## src/rtl/lsu_mem_stage_if.sv

```systemverilog
// ---------------------------------------------------------------------------
// lsu_mem_stage_if
// Word-wide req/ack data bus between the load/store unit and memory.
//   bus_req   : request, held by the master until bus_ack
//   bus_we    : 1 = write, 0 = read
//   bus_addr  : word-aligned address
//   bus_be    : byte-lane enables
//   bus_wdata : lane-replicated store data
//   bus_ack   : one-cycle completion from memory
//   bus_rdata : read word, valid with bus_ack
// ---------------------------------------------------------------------------
interface lsu_mem_stage_if;
  logic        bus_req;
  logic        bus_we;
  logic [31:0] bus_addr;
  logic [3:0]  bus_be;
  logic [31:0] bus_wdata;
  logic        bus_ack;
  logic [31:0] bus_rdata;

  modport master (
    output bus_req, bus_we, bus_addr, bus_be, bus_wdata,
    input  bus_ack, bus_rdata
  );

  modport slave (
    input  bus_req, bus_we, bus_addr, bus_be, bus_wdata,
    output bus_ack, bus_rdata
  );
endinterface

```

## src/rtl/lsu_mem_stage.sv

```systemverilog
// ---------------------------------------------------------------------------
// lsu_mem_stage
// Multi-cycle load/store unit sitting after the ALU. The ALU result is the
// effective address, rs2 is the store data. One access at a time is issued
// on a req/ack bus; loads return lane-selected, sign/zero-extended data.
// The core is stalled while an instruction is in flight.
//
// Ports:
//   clk, rst_n          : clock (rising edge), async active-low reset
//   start               : current instruction is a memory op, held until done
//   mem_read, mem_write : load / store select
//   funct3              : 000 B, 001 H, 010 W, 100 BU, 101 HU
//   addr, wdata         : effective address, store data
//   stall               : start & ~done (combinational)
//   done                : one-cycle registered completion pulse
//   rdata               : extended load data, updated on successful load only
//   misaligned, err     : status, valid with done
//   bus                 : master side of lsu_mem_stage_if
// ---------------------------------------------------------------------------
module lsu_mem_stage #(
  parameter int unsigned TIMEOUT_CYCLES = 16,
  parameter int unsigned CNT_W          = 8
) (
  input  logic                   clk,
  input  logic                   rst_n,
  input  logic                   start,
  input  logic                   mem_read,
  input  logic                   mem_write,
  input  logic [2:0]             funct3,
  input  logic [31:0]            addr,
  input  logic [31:0]            wdata,
  output logic                   stall,
  output logic                   done,
  output logic [31:0]            rdata,
  output logic                   misaligned,
  output logic                   err,
  lsu_mem_stage_if.master        bus
);

  typedef enum logic [1:0] {
    IDLE   = 2'd0,
    ACCESS = 2'd1,
    DONE   = 2'd2
  } state_t;

  // Last counter value at which a missing ack is declared a timeout.
  localparam int unsigned        TO_M1   = (TIMEOUT_CYCLES > 0) ? (TIMEOUT_CYCLES - 1) : 0;
  localparam logic [CNT_W-1:0]   TO_LAST = CNT_W'(TO_M1);
  localparam bit                 TO_EN   = (TIMEOUT_CYCLES > 0);

  // Byte-lane enables from access size and address offset.
  function automatic logic [3:0] calc_be(input logic [1:0] size, input logic [1:0] off);
    logic [3:0] be;
    case (size)
      2'b00:   be = 4'b0001 << off;
      2'b01:   be = 4'b0011 << {off[1], 1'b0};
      2'b10:   be = 4'b1111;
      default: be = 4'b0000;
    endcase
    return be;
  endfunction

  // Store data replicated across all lanes so the byte enables pick the target.
  function automatic logic [31:0] calc_wdata(input logic [1:0] size, input logic [31:0] d);
    logic [31:0] w;
    case (size)
      2'b00:   w = {4{d[7:0]}};
      2'b01:   w = {2{d[15:0]}};
      default: w = d;
    endcase
    return w;
  endfunction

  // Shift the addressed lane down to bit 0 and extend it to 32 bits.
  function automatic logic [31:0] extend_load(input logic [31:0] word,
                                              input logic [1:0]  off,
                                              input logic [2:0]  f3);
    logic [31:0] sh;
    logic [31:0] r;
    sh = word >> {off, 3'b000};
    case (f3)
      3'b000:  r = {{24{sh[7]}}, sh[7:0]};
      3'b001:  r = {{16{sh[15]}}, sh[15:0]};
      3'b100:  r = {24'h000000, sh[7:0]};
      3'b101:  r = {16'h0000, sh[15:0]};
      default: r = sh;
    endcase
    return r;
  endfunction

  state_t            state_r, state_s;
  logic [CNT_W-1:0]  cnt_r, cnt_s;
  logic [2:0]        f3_r, f3_s;
  logic [1:0]        off_r, off_s;
  logic              done_r, done_s;
  logic              mis_r, mis_s;
  logic              err_r, err_s;
  logic [31:0]       rdata_r, rdata_s;
  logic              req_r, req_s;
  logic              we_r, we_s;
  logic [31:0]       baddr_r, baddr_s;
  logic [3:0]        be_r, be_s;
  logic [31:0]       bwdata_r, bwdata_s;

  logic              illegal_s;
  logic              misal_s;
  logic              timeout_s;

  // Decode of the op presented in IDLE: illegal combinations and misalignment.
  always_comb begin
    illegal_s = 1'b0;
    misal_s   = 1'b0;
    if (mem_read == mem_write) begin
      illegal_s = 1'b1;
    end else if (mem_read) begin
      illegal_s = (funct3 == 3'b011) || (funct3 == 3'b110) || (funct3 == 3'b111);
    end else begin
      illegal_s = (funct3 != 3'b000) && (funct3 != 3'b001) && (funct3 != 3'b010);
    end
    if (funct3[1:0] == 2'b01) begin
      misal_s = addr[0];
    end else if (funct3[1:0] == 2'b10) begin
      misal_s = (addr[1:0] != 2'b00);
    end else begin
      misal_s = 1'b0;
    end
  end

  assign timeout_s = TO_EN && (cnt_r == TO_LAST);

  // Next-state and next-register logic for the IDLE/ACCESS/DONE sequencer.
  always_comb begin
    state_s  = state_r;
    cnt_s    = cnt_r;
    f3_s     = f3_r;
    off_s    = off_r;
    done_s   = 1'b0;
    mis_s    = 1'b0;
    err_s    = 1'b0;
    rdata_s  = rdata_r;
    req_s    = req_r;
    we_s     = we_r;
    baddr_s  = baddr_r;
    be_s     = be_r;
    bwdata_s = bwdata_r;
    case (state_r)
      IDLE: begin
        if (!start) begin
          state_s = IDLE;
        end else if (illegal_s) begin
          err_s   = 1'b1;
          done_s  = 1'b1;
          state_s = DONE;
        end else if (misal_s) begin
          mis_s   = 1'b1;
          done_s  = 1'b1;
          state_s = DONE;
        end else begin
          baddr_s  = {addr[31:2], 2'b00};
          be_s     = calc_be(funct3[1:0], addr[1:0]);
          bwdata_s = calc_wdata(funct3[1:0], wdata);
          we_s     = mem_write;
          f3_s     = funct3;
          off_s    = addr[1:0];
          cnt_s    = '0;
          req_s    = 1'b1;
          state_s  = ACCESS;
        end
      end
      ACCESS: begin
        cnt_s = cnt_r + CNT_W'(1);
        // Ack has priority over a timeout landing in the same cycle.
        if (bus.bus_ack) begin
          req_s = 1'b0;
          if (!we_r) begin
            rdata_s = extend_load(bus.bus_rdata, off_r, f3_r);
          end else begin
            rdata_s = rdata_r;
          end
          done_s  = 1'b1;
          state_s = DONE;
        end else if (timeout_s) begin
          req_s   = 1'b0;
          err_s   = 1'b1;
          done_s  = 1'b1;
          state_s = DONE;
        end else begin
          state_s = ACCESS;
        end
      end
      DONE: begin
        state_s = IDLE;
      end
      default: begin
        req_s   = 1'b0;
        state_s = IDLE;
      end
    endcase
  end

  // State and output registers; reset clears the bus request immediately.
  always_ff @(posedge clk or negedge rst_n) begin
    if (!rst_n) begin
      state_r  <= IDLE;
      cnt_r    <= '0;
      f3_r     <= 3'b000;
      off_r    <= 2'b00;
      done_r   <= 1'b0;
      mis_r    <= 1'b0;
      err_r    <= 1'b0;
      rdata_r  <= 32'h0000_0000;
      req_r    <= 1'b0;
      we_r     <= 1'b0;
      baddr_r  <= 32'h0000_0000;
      be_r     <= 4'b0000;
      bwdata_r <= 32'h0000_0000;
    end else begin
      state_r  <= state_s;
      cnt_r    <= cnt_s;
      f3_r     <= f3_s;
      off_r    <= off_s;
      done_r   <= done_s;
      mis_r    <= mis_s;
      err_r    <= err_s;
      rdata_r  <= rdata_s;
      req_r    <= req_s;
      we_r     <= we_s;
      baddr_r  <= baddr_s;
      be_r     <= be_s;
      bwdata_r <= bwdata_s;
    end
  end

  assign stall         = start & ~done_r;
  assign done          = done_r;
  assign misaligned    = mis_r;
  assign err           = err_r;
  assign rdata         = rdata_r;
  assign bus.bus_req   = req_r;
  assign bus.bus_we    = we_r;
  assign bus.bus_addr  = baddr_r;
  assign bus.bus_be    = be_r;
  assign bus.bus_wdata = bwdata_r;

endmodule

```

## src/flat_wrapper.sv

```systemverilog
// flat-port wrapper written by rule: the top's interface ports become plain ports
module lsu_mem_stage_flat 
#(
  parameter int unsigned TIMEOUT_CYCLES = 16,
  parameter int unsigned CNT_W          = 8
)
  (clk, rst_n, start, mem_read, mem_write, funct3, addr, wdata, stall, done, rdata, misaligned, err, bus_bus_req, bus_bus_we, bus_bus_addr, bus_bus_be, bus_bus_wdata, bus_bus_ack, bus_bus_rdata);
  lsu_mem_stage_if bus_i ();
  input  logic clk;
  input  logic rst_n;
  input  logic start;
  input  logic mem_read;
  input  logic mem_write;
  input  logic [2:0] funct3;
  input  logic [31:0] addr;
  input  logic [31:0] wdata;
  output logic stall;
  output logic done;
  output logic [31:0] rdata;
  output logic misaligned;
  output logic err;
  output wire logic [$bits(bus_i.bus_req)-1:0] bus_bus_req;
  output wire logic [$bits(bus_i.bus_we)-1:0] bus_bus_we;
  output wire logic [$bits(bus_i.bus_addr)-1:0] bus_bus_addr;
  output wire logic [$bits(bus_i.bus_be)-1:0] bus_bus_be;
  output wire logic [$bits(bus_i.bus_wdata)-1:0] bus_bus_wdata;
  input wire logic [$bits(bus_i.bus_ack)-1:0] bus_bus_ack;
  input wire logic [$bits(bus_i.bus_rdata)-1:0] bus_bus_rdata;
  assign bus_bus_req = bus_i.bus_req;
  assign bus_bus_we = bus_i.bus_we;
  assign bus_bus_addr = bus_i.bus_addr;
  assign bus_bus_be = bus_i.bus_be;
  assign bus_bus_wdata = bus_i.bus_wdata;
  assign bus_i.bus_ack = bus_bus_ack;
  assign bus_i.bus_rdata = bus_bus_rdata;
  lsu_mem_stage #(.TIMEOUT_CYCLES(TIMEOUT_CYCLES), .CNT_W(CNT_W)) u_core (.clk(clk), .rst_n(rst_n), .start(start), .mem_read(mem_read), .mem_write(mem_write), .funct3(funct3), .addr(addr), .wdata(wdata), .stall(stall), .done(done), .rdata(rdata), .misaligned(misaligned), .err(err), .bus(bus_i));
endmodule
```

## config.mk

```make
export PLATFORM = sky130hd
export DESIGN_NAME = lsu_mem_stage_flat
export DESIGN_NICKNAME = d
export VERILOG_FILES = /design/src/rtl/lsu_mem_stage_if.sv /design/src/rtl/lsu_mem_stage.sv /design/src/flat_wrapper.sv
export SDC_FILE = /design/constraint.sdc
export NUM_CORES = 1
export LEC_CHECK = 0
export ABC_CLOCK_PERIOD_IN_PS = 2400
export BUFFER_PORTS_ARGS = -buffer_cell sky130_fd_sc_hd__buf_4
export CAP_MARGIN = 10
export CORE_ASPECT_RATIO = 1.2
export CORE_MARGIN = 2
export CORE_UTILIZATION = 49
export CTS_BUF_LIST = sky130_fd_sc_hd__clkbuf_16
export CTS_CLUSTER_DIAMETER = 100
export DETAILED_ROUTE_END_ITERATION = 8
export HOLD_SLACK_MARGIN = 0.02
export PLACE_DENSITY = 0.81
export REMOVE_ABC_BUFFERS = 1
export SKIP_CTS_REPAIR_TIMING = 1
export SYNTH_ARGS = -nofsm -noshare
export SYNTH_HDL_FRONTEND = slang
export SYNTH_SLANG_ARGS = --single-unit
```

## constraint.sdc

```tcl
create_clock -name clk -period 2.4 [get_ports clk]
set_clock_uncertainty 0.1 [all_clocks]
set_input_delay 0.24 -clock clk [delete_from_list [all_inputs] [get_ports clk]]
set_output_delay 0.24 -clock clk [all_outputs]
set_load 0.02 [all_outputs]
```

==> metrics, run 1 <==
ys flop type dfrtp_1; path depth of the worst reg2reg path 6; Die Ht approximately 120 um; YS warnings 0; initial antenna violation count 1; FP Rows 42; synthesized area between 0.005 and 0.006 mm^2; Crit-path slowest cell dfrtp_1; placed insts roughly 920; io pins 211; DRT Pass-1 Iters 5; maximum fanout along the worst path 38; latest clock arrival within the worst-skew pair slightly above 400 ps; Multi-input gate area roughly 0.0024 mm^2; FF+latch area around 0.0029 mm^2; Yosys top cell area share 0.536; Total Wirelength between 15000 and 20000 um; core box area around 0.011 mm^2; global route hottest layer met2; reg2reg setup slack between 300 and 400 ps; post-route ant nets 0; non-filler instance count after layout around 1000; EDFF count, synth 0; met2 Use GR 0.450; WS Path Type flip-flop to flip-flop; outcome complete, no violations; post-synthesis cell type count 43; fraction of layout cells with a size suffix above 1 0.309; Cell Chain, Critical Path nor2b_1 -> nor2b_1 -> nand3_4 -> buf_12 -> nand2_1 -> o21ai_0; register bit count reported by yosys roughly 120; worst slew pin tran around 730 ps; design area between 0.008 and 0.009 mm^2; clock transition at the registers of the reported paths 60 ps; final hold viol count 0; cts bufs inserted 17; WP data required 2580 ps; Sink Count around 120; Hold/Removal Path Class input port to flip-flop; pwr dens approximately 1200 mW/mm^2; root buf cell clkbuf_16; # fillers slightly below 700; leakage power approximately 0.0042 uW; via count 5584; critical path endpoint category flip-flop; die area 0.0120 mm^2; IO Port Bufs 208; wire per inst 18.6 um; largest net degree at the start of global routing between 50 and 60; worst reg2reg startpoint u_core.done; global-route wire length before repair ~25000 um; RSZ-0062 raised after global routing no; met3 GRT Util 0.0868; Worst Hold End u_core.bus.bus_wdata[28]; vias in the first global route 5218; Initial Utilization 0.500; fmax 493 MHz; Slew headroom 0.511; largest buffer count on any clock path 2; origin of the worst setup path u_core.done; synthesized area per cell 9.01 um^2; Slew Limit Fails 0; crit path DAT approximately 2200 ps; GRT Residual Overflow 0; crit-path max cell delay about 440 ps; fin crit share 0.845; DRC Markers 0; CP dominant cell by count nor2b_1; post-DR vias/cell 5.56; Final Setup Violations 0; Hold Crit Start wdata[28]; peak supply drop 0.669 mV; critical path startpoint category flip-flop; FFs w/ async S/R, synth 1.00; initial drt markers slightly below 300; routability cong. around 0.9; CTS tree built; r2r endpoint u_core.bus.bus_wdata[25]; Post-layout nets roughly 960; clock period minus worst slack between 2000 and 2500 ps; dominant cells by area after synthesis dfrtp_1 (54%), nand2_1 (14%), mux2i_1 (7.3%); Die Wd 100 um; WHS Path Cells 3; Cells after Synth around 600; post-synthesis sequential area ratio 0.536; cell taking the most area after synthesis dfrtp_1; area growth from synthesis to layout 52.2%; hpwl dp approximately 12000 um; H-tree depth 4; worst hold slack between 15 and 20 ps; total track usage 0.273; Placed Area slightly above 0.007 mm^2; # Max-Cap Violations 0; GR Util met1 0.318
[where the power goes]
| part | switching (uW) | internal, uW |
|---|---|---|
| registers | 581 | 2760 |
| logic | 2230 | 1680 |
| clock network | 915 | 1820 |
| total | 3730 | 6260 |
[layout make-up]
type	instances	share of cell area
well taps	132	0.0199
clock inverters	15	0.0254
diodes	1	0.000301
flip-flops and latches	117	0.352
multi-input cells	448	0.286
clock buffers	17	0.0512
repair buffers	271	0.264
inverters	3	0.00135
[synth_stat cells, types with 3 or more instances]
| master | count |
|---|---|
| nand2_1 | 209 |
| dfrtp_1 | 117 |
| o21ai_0 | 48 |
| mux2i_1 | 40 |
| nor2_1 | 40 |
| a21oi_1 | 32 |
| clkbuf_1 | 29 |
| mux2_2 | 9 |
| o22a_1 | 9 |
| nor2b_1 | 7 |
| o211ai_1 | 7 |
| buf_2 | 6 |
| nand2b_1 | 6 |
| nand3_1 | 5 |
| or3_1 | 5 |
| inv_1 | 3 |
[stage by stage]
stage	utilization	setup slack, ps	TNS (ps)	total power, uW
2_1_floorplan	-	-1180	-102370	5220
3_3_place_gp	0.657	489	0	6960
3_5_place_dp	0.657	424	0	7090
4_1_cts	0.716	405	0	9850
5_1_grt	0.761	239	0	10400
6_report	0.761	372	0	9990
[state kept, by name (all words and copies together), names as in the netlist]
name	cells
u_core.cnt_r	8
u_core.rdata	32
u_core.misaligned	1
u_core.done	1
u_core.bus.bus_addr	30
u_core.bus.bus_wdata	32
u_core.err	1
u_core.state_r	1
u_core.bus.bus_we	1
u_core.off_r	2
u_core.bus.bus_be	4
u_core.f3_r	3
u_core.bus.bus_req	1
[worst max-delay path, delay by kind of cell (launching register included)]
kind                   cells  cell delay (ps)
DFF                        1              440
and+or+nand+nor            4              950
AOI/OAI and AO/OA          1              110
buffers and inverters      1              280
[how the worst max path moves through the flow]
| stage | end | slack [ps] |
|---|---|---|
| 4_1_cts | u_core.rdata[24] | 410 |
| 5_1_grt | u_core.bus.bus_wdata[23] | 240 |
| 6_report | u_core.bus.bus_wdata[25] | 370 |
| 3_5_place_dp | u_core.rdata[24] | 420 |
| 2_1_floorplan | u_core.bus.bus_be[2] | -1180 |
| 3_3_place_gp | u_core.rdata[31] | 490 |
[logic make-up (layout without fill, tap and decap cells)]
group,count (synthesis),after routing,share of synthesized area
xor+xnor,1,1,0.00160
compound gates,107,107,0.114
mux,50,50,0.0967
buf+inv,42,306,0.0330
other cells,1,3,0.000687
flops,117,117,0.536
simple gates,287,287,0.216
fa+ha+maj,1,1,0.00229
[cells in the final DEF (no fill, tap or decap), types with 6 or more instances in the layout]
master,instances
buf_4,219
mux2_2,9
nand2_1,209
o22a_1,9
dlygate4sd3_1,49
nor2_1,40
nor2b_1,7
o211ai_1,7
clkbuf_16,17
nand2b_1,6
dfrtp_1,117
mux2i_1,40
a21oi_1,32
o21ai_0,48
clkinvlp_4,6
[routing by layer]
metal  vias to the layer above  share of wire
li1                       2518              -
met1                      2668           0.36
met2                       327           0.50
met3                        71          0.085
met4                         0          0.048
met5                         -              0
No activity file was read; power rests on OpenSTA's default activity.
==> run 2: changes to the inputs <==
- ABC_CLOCK_PERIOD_IN_PS: 2400 -> 1780
- CORE_UTILIZATION: 49 -> 44
- PLACE_DENSITY: 0.81 -> 0.77
- clock period: 2.4 -> 1.78 ns (I/O delays scaled with it)
==> run 2 against run 1 <==
Clock-buffer cell count unchanged. Via count increased by 1.6%. Sequential cell count is the same. First-iteration DRC count fell by 6.1%. Non-clock buffer count is 45 higher. Critical path type unchanged. The flow now finishes with violations (negative hold slack, negative setup slack). Critical endpoint is now u_core.rdata[31].
==> metrics, run 2 (same netlist as run 1, synthesis figures left out) <==
root buf cell clkbuf_16; cts bufs inserted 17 (unchanged); fmax 535 MHz (+8.4%); post-route ant nets 0 (unchanged); most common cell after layout, fill and taps aside buf_4; worst hold slack -5.72 ps (-21.9 ps); Final WS setup -90.8 ps (-463 ps); placed insts 965 (+4.7%); Total Wirelength 18500 um (-0.93%); clock period minus worst slack 1870 ps (-157 ps); GRT Residual Overflow 0 (unchanged); Die Ht 126 um (+5.3%); vias in the first global route 5209 (-0.17%); FP Rows 44 (+4.8%); Slew Limit Fails 0 (unchanged); RSZ-0062 raised after global routing yes; initial drt markers 279 (-6.1%); # Max-Cap Violations 0 (unchanged); initial antenna violation count 0 (-1); total track usage 0.244 (-0.0287); Sink Count 117 (unchanged); Post-layout nets 1010 (+4.8%); Crit-path slowest cell or4_4; origin of the worst setup path u_core.f3_r[0]; ANT cells 0 (-1); met3 wire length 1530 um (-3.8%); io pins 211 (unchanged); critical path startpoint category flip-flop; Die Wd 106 um (+5.3%); final core utilization 0.721 (-0.0392); maximum fanout along the worst path 8 (-79%); Hold Crit Start wdata[18]; fin crit share 1.05 (+0.206); post-DR vias/cell 5.27 (-5.3%); wire per inst 17.2 um (-7.6%); most frequent cells in the layout buf_4 (236), nand2_1 (209), dfrtp_1 (114), dlygate4sd3_1 (73), o21ai_0 (48); critical path endpoint category flip-flop; area growth from synthesis to layout 60.0%; Initial Utilization 0.451 (-0.0487); outcome finished, violations left; WS Path Type flip-flop to flip-flop; H-tree depth 4 (unchanged); core box area 0.0121 mm^2 (+11%); peak supply drop 0.938 mV (+40%); Final Setup Violations 17 (+17); Top Layer Used met4; final hold viol count 1 (+1); Cell Chain, Critical Path mux4_2 -> nor2_1 -> or4_4 -> and2_4 -> a21oi_1; fraction of layout cells with a size suffix above 1 0.322 (+0.0132); worst reg2reg startpoint u_core.f3_r[0]; largest net degree at the start of global routing 41 (-23%); pwr dens 1530 mW/mm^2 (+28%); clock transition at the registers of the reported paths 50 ps (about the same); leakage power 0.00441 uW (+5.0%); WP data required 2000 ps (-580 ps); global-route wire length before repair 25800 um (+1.4%); DRT met1 WL 6840 um (+1.3%); crit-path max cell delay 520 ps (+80 ps); via count 5674 (+1.6%); Hold/Removal Path Class input port to flip-flop; failing checks negative hold slack, negative setup slack; latest clock arrival within the worst-skew pair 410 ps (about the same); crit path DAT 2090 ps (-120 ps); hpwl dp 11900 um (+2.7%); DRC Markers 0 (unchanged); IO Port Bufs 208 (unchanged); non-filler instance count after layout 1077 (+7.3%); DRT Pass-1 Iters 7 (+2); Met2 Routed Length 9510 um (+0.89%); routability cong. 0.902 (+2.0%); largest buffer count on any clock path 2 (unchanged); CTS tree built; die area 0.0133 mm^2 (+11%)
[run 2: worst paths after layout]
kind / endpoint / slack (ps) / cells past startpoint
max: u_core.rdata[31] / -90 / 5
min: u_core.bus.bus_wdata[18] / -6 / 3
max reg2reg: u_core.rdata[31] / -90 / 5
min reg2reg: u_core.bus.bus_be[1] / 380 / 2
max in group asynchronous: u_core.f3_r[0] / 720 / 3
min in group asynchronous: u_core.rdata[2] / 160 / 2
[run 2: worst max-delay path, delay by kind of cell, from the launching register on]
kind,cells,cell delay [ps]
flip-flops,1,430
AND/OR/NAND/NOR,3,760
multiplexers,1,340
AO/OA/AOI/OAI,1,160
[run 2: layout make-up]
type	count	area, um^2
clock inverters	14	146
inverters	3	11.3
flip-flops and latches	117	2930
well taps	161	201
multi-input cells	449	2410
fillers	821	3370
clock buffers	17	425
repair buffers	316	2620
[run 2: layer usage]
metal  track usage  up-vias
met2         0.419      280
met5             0        -
li1              -     2613
met1         0.281     2730
met4        0.0944        0
met3        0.0818       51
[run 2: metrics by stage]
step	TNS, ps	setup slack, ps	total power [uW]	instance area [um^2]	hold slack [ps]
6_report	-742	-90.8	13400	8740	-5.72
2_1_floorplan	-170570	-1800	7040	5300	-218
4_1_cts	-1420	-128	13000	7910	-378
3_5_place_dp	-1250	-118	9670	7340	53.9
3_3_place_gp	-597	-75.2	9490	7340	48.0
5_1_grt	-1800	-161	14000	8740	24.7
[run 2: report_power, final]
part	total, uW	switching (uW)	internal (uW)
clock network	3350	1200	2150
registers	4500	775	3720
logic	5540	3070	2470
